$ cat src/rtl/sopc_dbus_fabric.sv
// sopc_dbus_fabric
// Data-bus fabric between the OpenMIPS data port and NSLV memory-mapped slaves.
// Each access is decoded by its top SEL_W address bits and routed to one slave
// through a ce/ack handshake. The CPU is stalled until the access completes.
// Unmapped accesses and accesses the slave never answers become a one-cycle
// bus-error pulse, and the faulting address is captured.
//
// Ports:
//   clk, rst                      clock, asynchronous active-high reset
//   m_ce_i/m_we_i/m_addr_i        CPU request, direction and byte address
//   m_sel_i/m_data_i              CPU byte enables and write data
//   m_data_o/m_stall_o/m_err_o    read data, pipeline stall, bus-error pulse
//   err_addr_o                    address of the most recent faulting access
//   s_ce_o                        one-hot slave strobe, high during ACCESS
//   s_we_o/s_addr_o/s_sel_o/s_data_o  latched request towards the slaves
//   s_data_i/s_ack_i              packed slave read data and completion pulses
module sopc_dbus_fabric #(
    parameter int unsigned NSLV    = 4,
    parameter int unsigned AW      = 32,
    parameter int unsigned DW      = 32,
    parameter int unsigned SEL_W   = 4,
    parameter int unsigned TIMEOUT = 255
) (
    input  logic                clk,
    input  logic                rst,
    input  logic                m_ce_i,
    input  logic                m_we_i,
    input  logic [AW-1:0]       m_addr_i,
    input  logic [DW/8-1:0]     m_sel_i,
    input  logic [DW-1:0]       m_data_i,
    output logic [DW-1:0]       m_data_o,
    output logic                m_stall_o,
    output logic                m_err_o,
    output logic [AW-1:0]       err_addr_o,
    output logic [NSLV-1:0]     s_ce_o,
    output logic                s_we_o,
    output logic [AW-1:0]       s_addr_o,
    output logic [DW/8-1:0]     s_sel_o,
    output logic [DW-1:0]       s_data_o,
    input  logic [NSLV*DW-1:0]  s_data_i,
    input  logic [NSLV-1:0]     s_ack_i
);

    localparam logic [15:0] CNT_LAST = 16'(TIMEOUT - 1);

    typedef enum logic [1:0] {StIdle, StAccess, StDone} state_e;

    state_e              state_q;
    logic                we_q;
    logic [AW-1:0]       addr_q;
    logic [DW/8-1:0]     sel_q;
    logic [DW-1:0]       wdata_q;
    logic [NSLV-1:0]     ce_q;
    logic [DW-1:0]       rdata_q;
    logic                err_q;
    logic [AW-1:0]       err_addr_q;
    logic [15:0]         cnt_q;

    logic [SEL_W-1:0]    m_idx;
    logic                m_mapped;
    logic [NSLV-1:0]     m_onehot;
    logic                ack_hit;
    logic [DW-1:0]       ack_data;

    always_comb begin
        m_idx    = m_addr_i[AW-1 -: SEL_W];
        m_mapped = 32'(m_idx) < NSLV;
        m_onehot = '0;
        for (int unsigned k = 0; k < NSLV; k++) begin
            m_onehot[k] = (32'(m_idx) == k);
        end
    end

    // ce_q holds the one-hot decode of the latched index, so masking the acks
    // with it keeps only the selected slave and only while in ACCESS.
    always_comb begin
        ack_hit  = |(s_ack_i & ce_q);
        ack_data = '0;
        for (int unsigned k = 0; k < NSLV; k++) begin
            if (ce_q[k]) begin
                ack_data = s_data_i[k*DW +: DW];
            end
        end
    end

    always_ff @(posedge clk or posedge rst) begin
        if (rst) begin
            state_q    <= StIdle;
            we_q       <= 1'b0;
            addr_q     <= '0;
            sel_q      <= '0;
            wdata_q    <= '0;
            ce_q       <= '0;
            rdata_q    <= '0;
            err_q      <= 1'b0;
            err_addr_q <= '0;
            cnt_q      <= '0;
        end else begin
            case (state_q)
                StIdle: begin
                    if (m_ce_i) begin
                        if (m_mapped) begin
                            we_q    <= m_we_i;
                            addr_q  <= m_addr_i;
                            sel_q   <= m_sel_i;
                            wdata_q <= m_data_i;
                            ce_q    <= m_onehot;
                            cnt_q   <= '0;
                            state_q <= StAccess;
                        end else begin
                            err_addr_q <= m_addr_i;
                            err_q      <= 1'b1;
                            rdata_q    <= '0;
                            state_q    <= StDone;
                        end
                    end
                end
                StAccess: begin
                    // An ack in the timeout cycle still completes the access.
                    if (ack_hit) begin
                        rdata_q <= we_q ? '0 : ack_data;
                        ce_q    <= '0;
                        state_q <= StDone;
                    end else if (cnt_q == CNT_LAST) begin
                        err_q      <= 1'b1;
                        err_addr_q <= addr_q;
                        rdata_q    <= '0;
                        ce_q       <= '0;
                        state_q    <= StDone;
                    end else begin
                        cnt_q <= cnt_q + 16'd1;
                    end
                end
                StDone: begin
                    err_q   <= 1'b0;
                    state_q <= StIdle;
                end
                default: state_q <= StIdle;
            endcase
        end
    end

    assign m_stall_o  = m_ce_i & (state_q != StDone);
    assign m_data_o   = rdata_q;
    assign m_err_o    = err_q;
    assign err_addr_o = err_addr_q;
    assign s_ce_o     = ce_q;
    assign s_we_o     = we_q;
    assign s_addr_o   = addr_q;
    assign s_sel_o    = sel_q;
    assign s_data_o   = wdata_q;

endmodule

$ cat config.mk
export PLATFORM = sky130hd
export DESIGN_NAME = sopc_dbus_fabric
export DESIGN_NICKNAME = d
export VERILOG_FILES = /design/src/rtl/sopc_dbus_fabric.sv
export SDC_FILE = /design/constraint.sdc
export NUM_CORES = 1
export LEC_CHECK = 0
export CAP_MARGIN = 15
export CELL_PAD_IN_SITES_DETAIL_PLACEMENT = 0
export CELL_PAD_IN_SITES_GLOBAL_PLACEMENT = 2
export CORE_MARGIN = 2
export CORE_UTILIZATION = 25
export DETAILED_ROUTE_END_ITERATION = 10
export PLACE_DENSITY = 0.89
export SLEW_MARGIN = 20
export SYNTH_ARGS = -nofsm -noshare
export SYNTH_HDL_FRONTEND = slang
export SYNTH_SLANG_ARGS = --single-unit
$ cat constraint.sdc
create_clock -name clk -period 15.1 [get_ports clk]
set_input_delay 3.02 -clock clk [delete_from_list [all_inputs] [get_ports clk]]
set_output_delay 3.02 -clock clk [all_outputs]
set_load 0.02 [all_outputs]
==> summary.txt <==
Outcome
  – Status: finished, final reports clean

Clocking
  – Clock Latency Late Sink: 430 ps
  – CTS Sinks: 156
  – CTS buffer count: 17
  – Hold buffer count at CTS: 0
  – Post-CTS Resized: 0
  – CTS tree: built
  – Root buffer cell: clkbuf_16
  – Setup bufs post-CTS: 0
  – Clk slew on worst S/H paths: 70 ps
  – CTS Buffer Depth: 2
  – H-tree Lvls: 4

Synth
  – Synth Cell Area: 0.00735 mm²
  – Yosys warning total: 0
  – Flops & latches, synth: 156
  – Net Count, Synth: 992
  – Distinct cell type count after synthesis: 40
  – Post-synth EDFFs: 0
  – Sequential element share of the synthesized area: 53.1%
  – Syn avg cell area: 9.35 µm²
  – Synth async-reset ratio: 100%
  – Post-Synthesis Cells: 786
  – Top_reg_cell synth: dfrtp_1

Finish
  – Post-layout instance area: 0.0118 mm²
  – Most frequent cells in the layout: clkdlybuf4s50_1, nand2_1, dfrtp_1
  – # fillers: 2903
  – Antenna diode count: 0
  – Layout Nets: 1306
  – Most common cell after layout, fill and taps aside: clkdlybuf4s50_1
  – Post-layout util: 40.8%
  – Layout cell share with drive strength beyond 1: 5.39%
  – Area grow syn2layout: 60.1%

Placement
  – GP Congestion: 0.795
  – Port bufs: 342
  – Post-DP Area: 0.0111 mm²
  – DP HPWL: 18200 µm

Route
  – Routed wire length per instance: 17.6 µm
  – Final ANT Viol Nets: 0
  – Via count: 6929
  – Drt drc: 0
  – Routed Wire Length: 26400 µm
  – Initial DRC Count: 354
  – TritonRoute pass-1 iters: 4
  – Vias per cell: 4.63

Floorplanning
  – Top Ports: 343
  – Die W: 175 µm
  – Die Height: 175 µm
  – Starting density of the core: 25.5%
  – Cell Rows: 62
  – Core area: 0.0289 mm²
  – Die ar.: 0.0308 mm²

Timing
  – Min cycle time layout: 7520 ps
  – Highest clock rate: 0.133 GHz
  – RSZ-0062 raised after global routing: no
  – Final Hold Vio Count: 0
  – Slew HR: 32.4%
  – Slew Viols, Final: 0
  – Final period utilization: 49.8%
  – Worst slew pin tran: 1010 ps
  – Setup TNS: 0 ps
  – Clock skew: 19.3 ps
  – Final setup viols: 0

GRT
  – Largest net degree at the start of global routing: 97
  – GRT overflow: 0
  – Initial antenna violation count: 1
  – Global-route wire length before repair: 40200 µm
  – Number of global-route vias before repair: 6861
  – Global-route usage over all layers: 16.7%

Worst setup path
  – CP required: 12080 ps
  – CP Capture Type: output port
  – CP Class: in -> out
  – CP arrival: 4500 ps
  – Worst setup SP type: input port
  – Critical Path Fanout Max: 7

Pwr
  – Pwr dens: 180 mW/mm²
  – Lkg Pwr: 5.22 nW
  – VDD IR-drop max: 0.0000798 V

Job
  – Max Cap Viol: 0

Worst hold path
  – HP Class: reg -> reg
cells in the mapped netlist (all sizes together), types with 4 or more instances:
cell type	count	area (µm²)
nand3	10	55.1
nor4	4	40.0
a21oi	42	214
clkbuf	46	173
inv	38	143
mux2i	37	370
buf	11	67.6
nand2	247	927
o2bb2ai	32	280
dfrtp	156	3900
xnor2	7	61.3
o21ai	37	185
nand4	4	25.0
or3	4	25.0
nor2	9	33.8
a221o	31	310
nor3	8	45.0
a22oi	34	255
worst max-delay path: stages:
cell	delay, ps
clkdlybuf4s50_1	620
a21boi_0	220
clkdlybuf4s50_1	630
layout make-up:
type	instances	area, µm²	area share (%)
sequential	156	3910	33.2
multi-input combinational	535	3090	26.3
clock buffer	18	439	3.73
clock inverter	14	201	1.71
inverter	38	148	1.25
timing repair buffer	352	3500	29.7
tap	384	480	4.08
where the power goes:
part	total (W)	internal, W	switching [W]
Combinational	0.000996	0.000449	0.000548
Clock	0.000472	0.000273	0.000200
Sequential	0.000653	0.000558	0.0000950
through the flow:
stage | power, W | instances | hold WS (ps) | worst slack [ps]
2_1_floorplan | 0.00120 | 786 | 482 | 7870
3_5_place_dp | 0.00166 | 1465 | 461 | 7550
4_1_cts | 0.00215 | 1497 | 478 | 7560
6_report | 0.00212 | 1497 | 472 | 7580
5_1_grt | 0.00226 | 1497 | 499 | 7540
3_3_place_gp | 0.00166 | 1465 | 457 | 7580
per-layer routing:
layer  track usage, %  up-vias  wire length [µm]
li1                 -     3338                 -
met1             20.6     3294             11100
met2             27.7      278             12500
met3             6.36       17              2520
met4             3.99        2               291
met5                0        -                13
sequential cells by signal, summed over array words and instances (netlist names), 2 cells and up:
signal	cells
cnt_q	16
s_ce_o	4
s_data_o	32
state_q	2
s_addr_o	32
err_addr_o	32
s_sel_o	4
m_data_o	32
kinds of logic after synthesis:
group,count (synthesis),synth area share (%)
adder cells (fa/ha/maj),2,0.340
multiplexers,40,5.50
flip-flops,156,53.1
buffers and inverters,95,5.21
AND/OR/NAND/NOR,304,17.4
XOR/XNOR,7,0.834
AO/OA/AOI/OAI,182,17.6
worst paths after layout:
kind | startpoint | depth (start not counted) | slack [ps] | end
worst max-delay path | m_ce_i | 3 | 7580 | m_stall_o
worst min-delay path | s_data_o[9]$_DFFE_PP0P_ | 2 | 470 | s_data_o[9]$_DFFE_PP0P_
worst max register to register | state_q[0]$_DFFE_PP0P_ | 5 | 12260 | cnt_q[11]$_DFFE_PP0P_
worst min register to register | s_data_o[9]$_DFFE_PP0P_ | 2 | 470 | s_data_o[9]$_DFFE_PP0P_
max in group asynchronous | rst | 3 | 10550 | s_data_o[12]$_DFFE_PP0P_
min in group asynchronous | rst | 2 | 3190 | s_data_o[31]$_DFFE_PP0P_
Power figures use the tool's default switching activity.
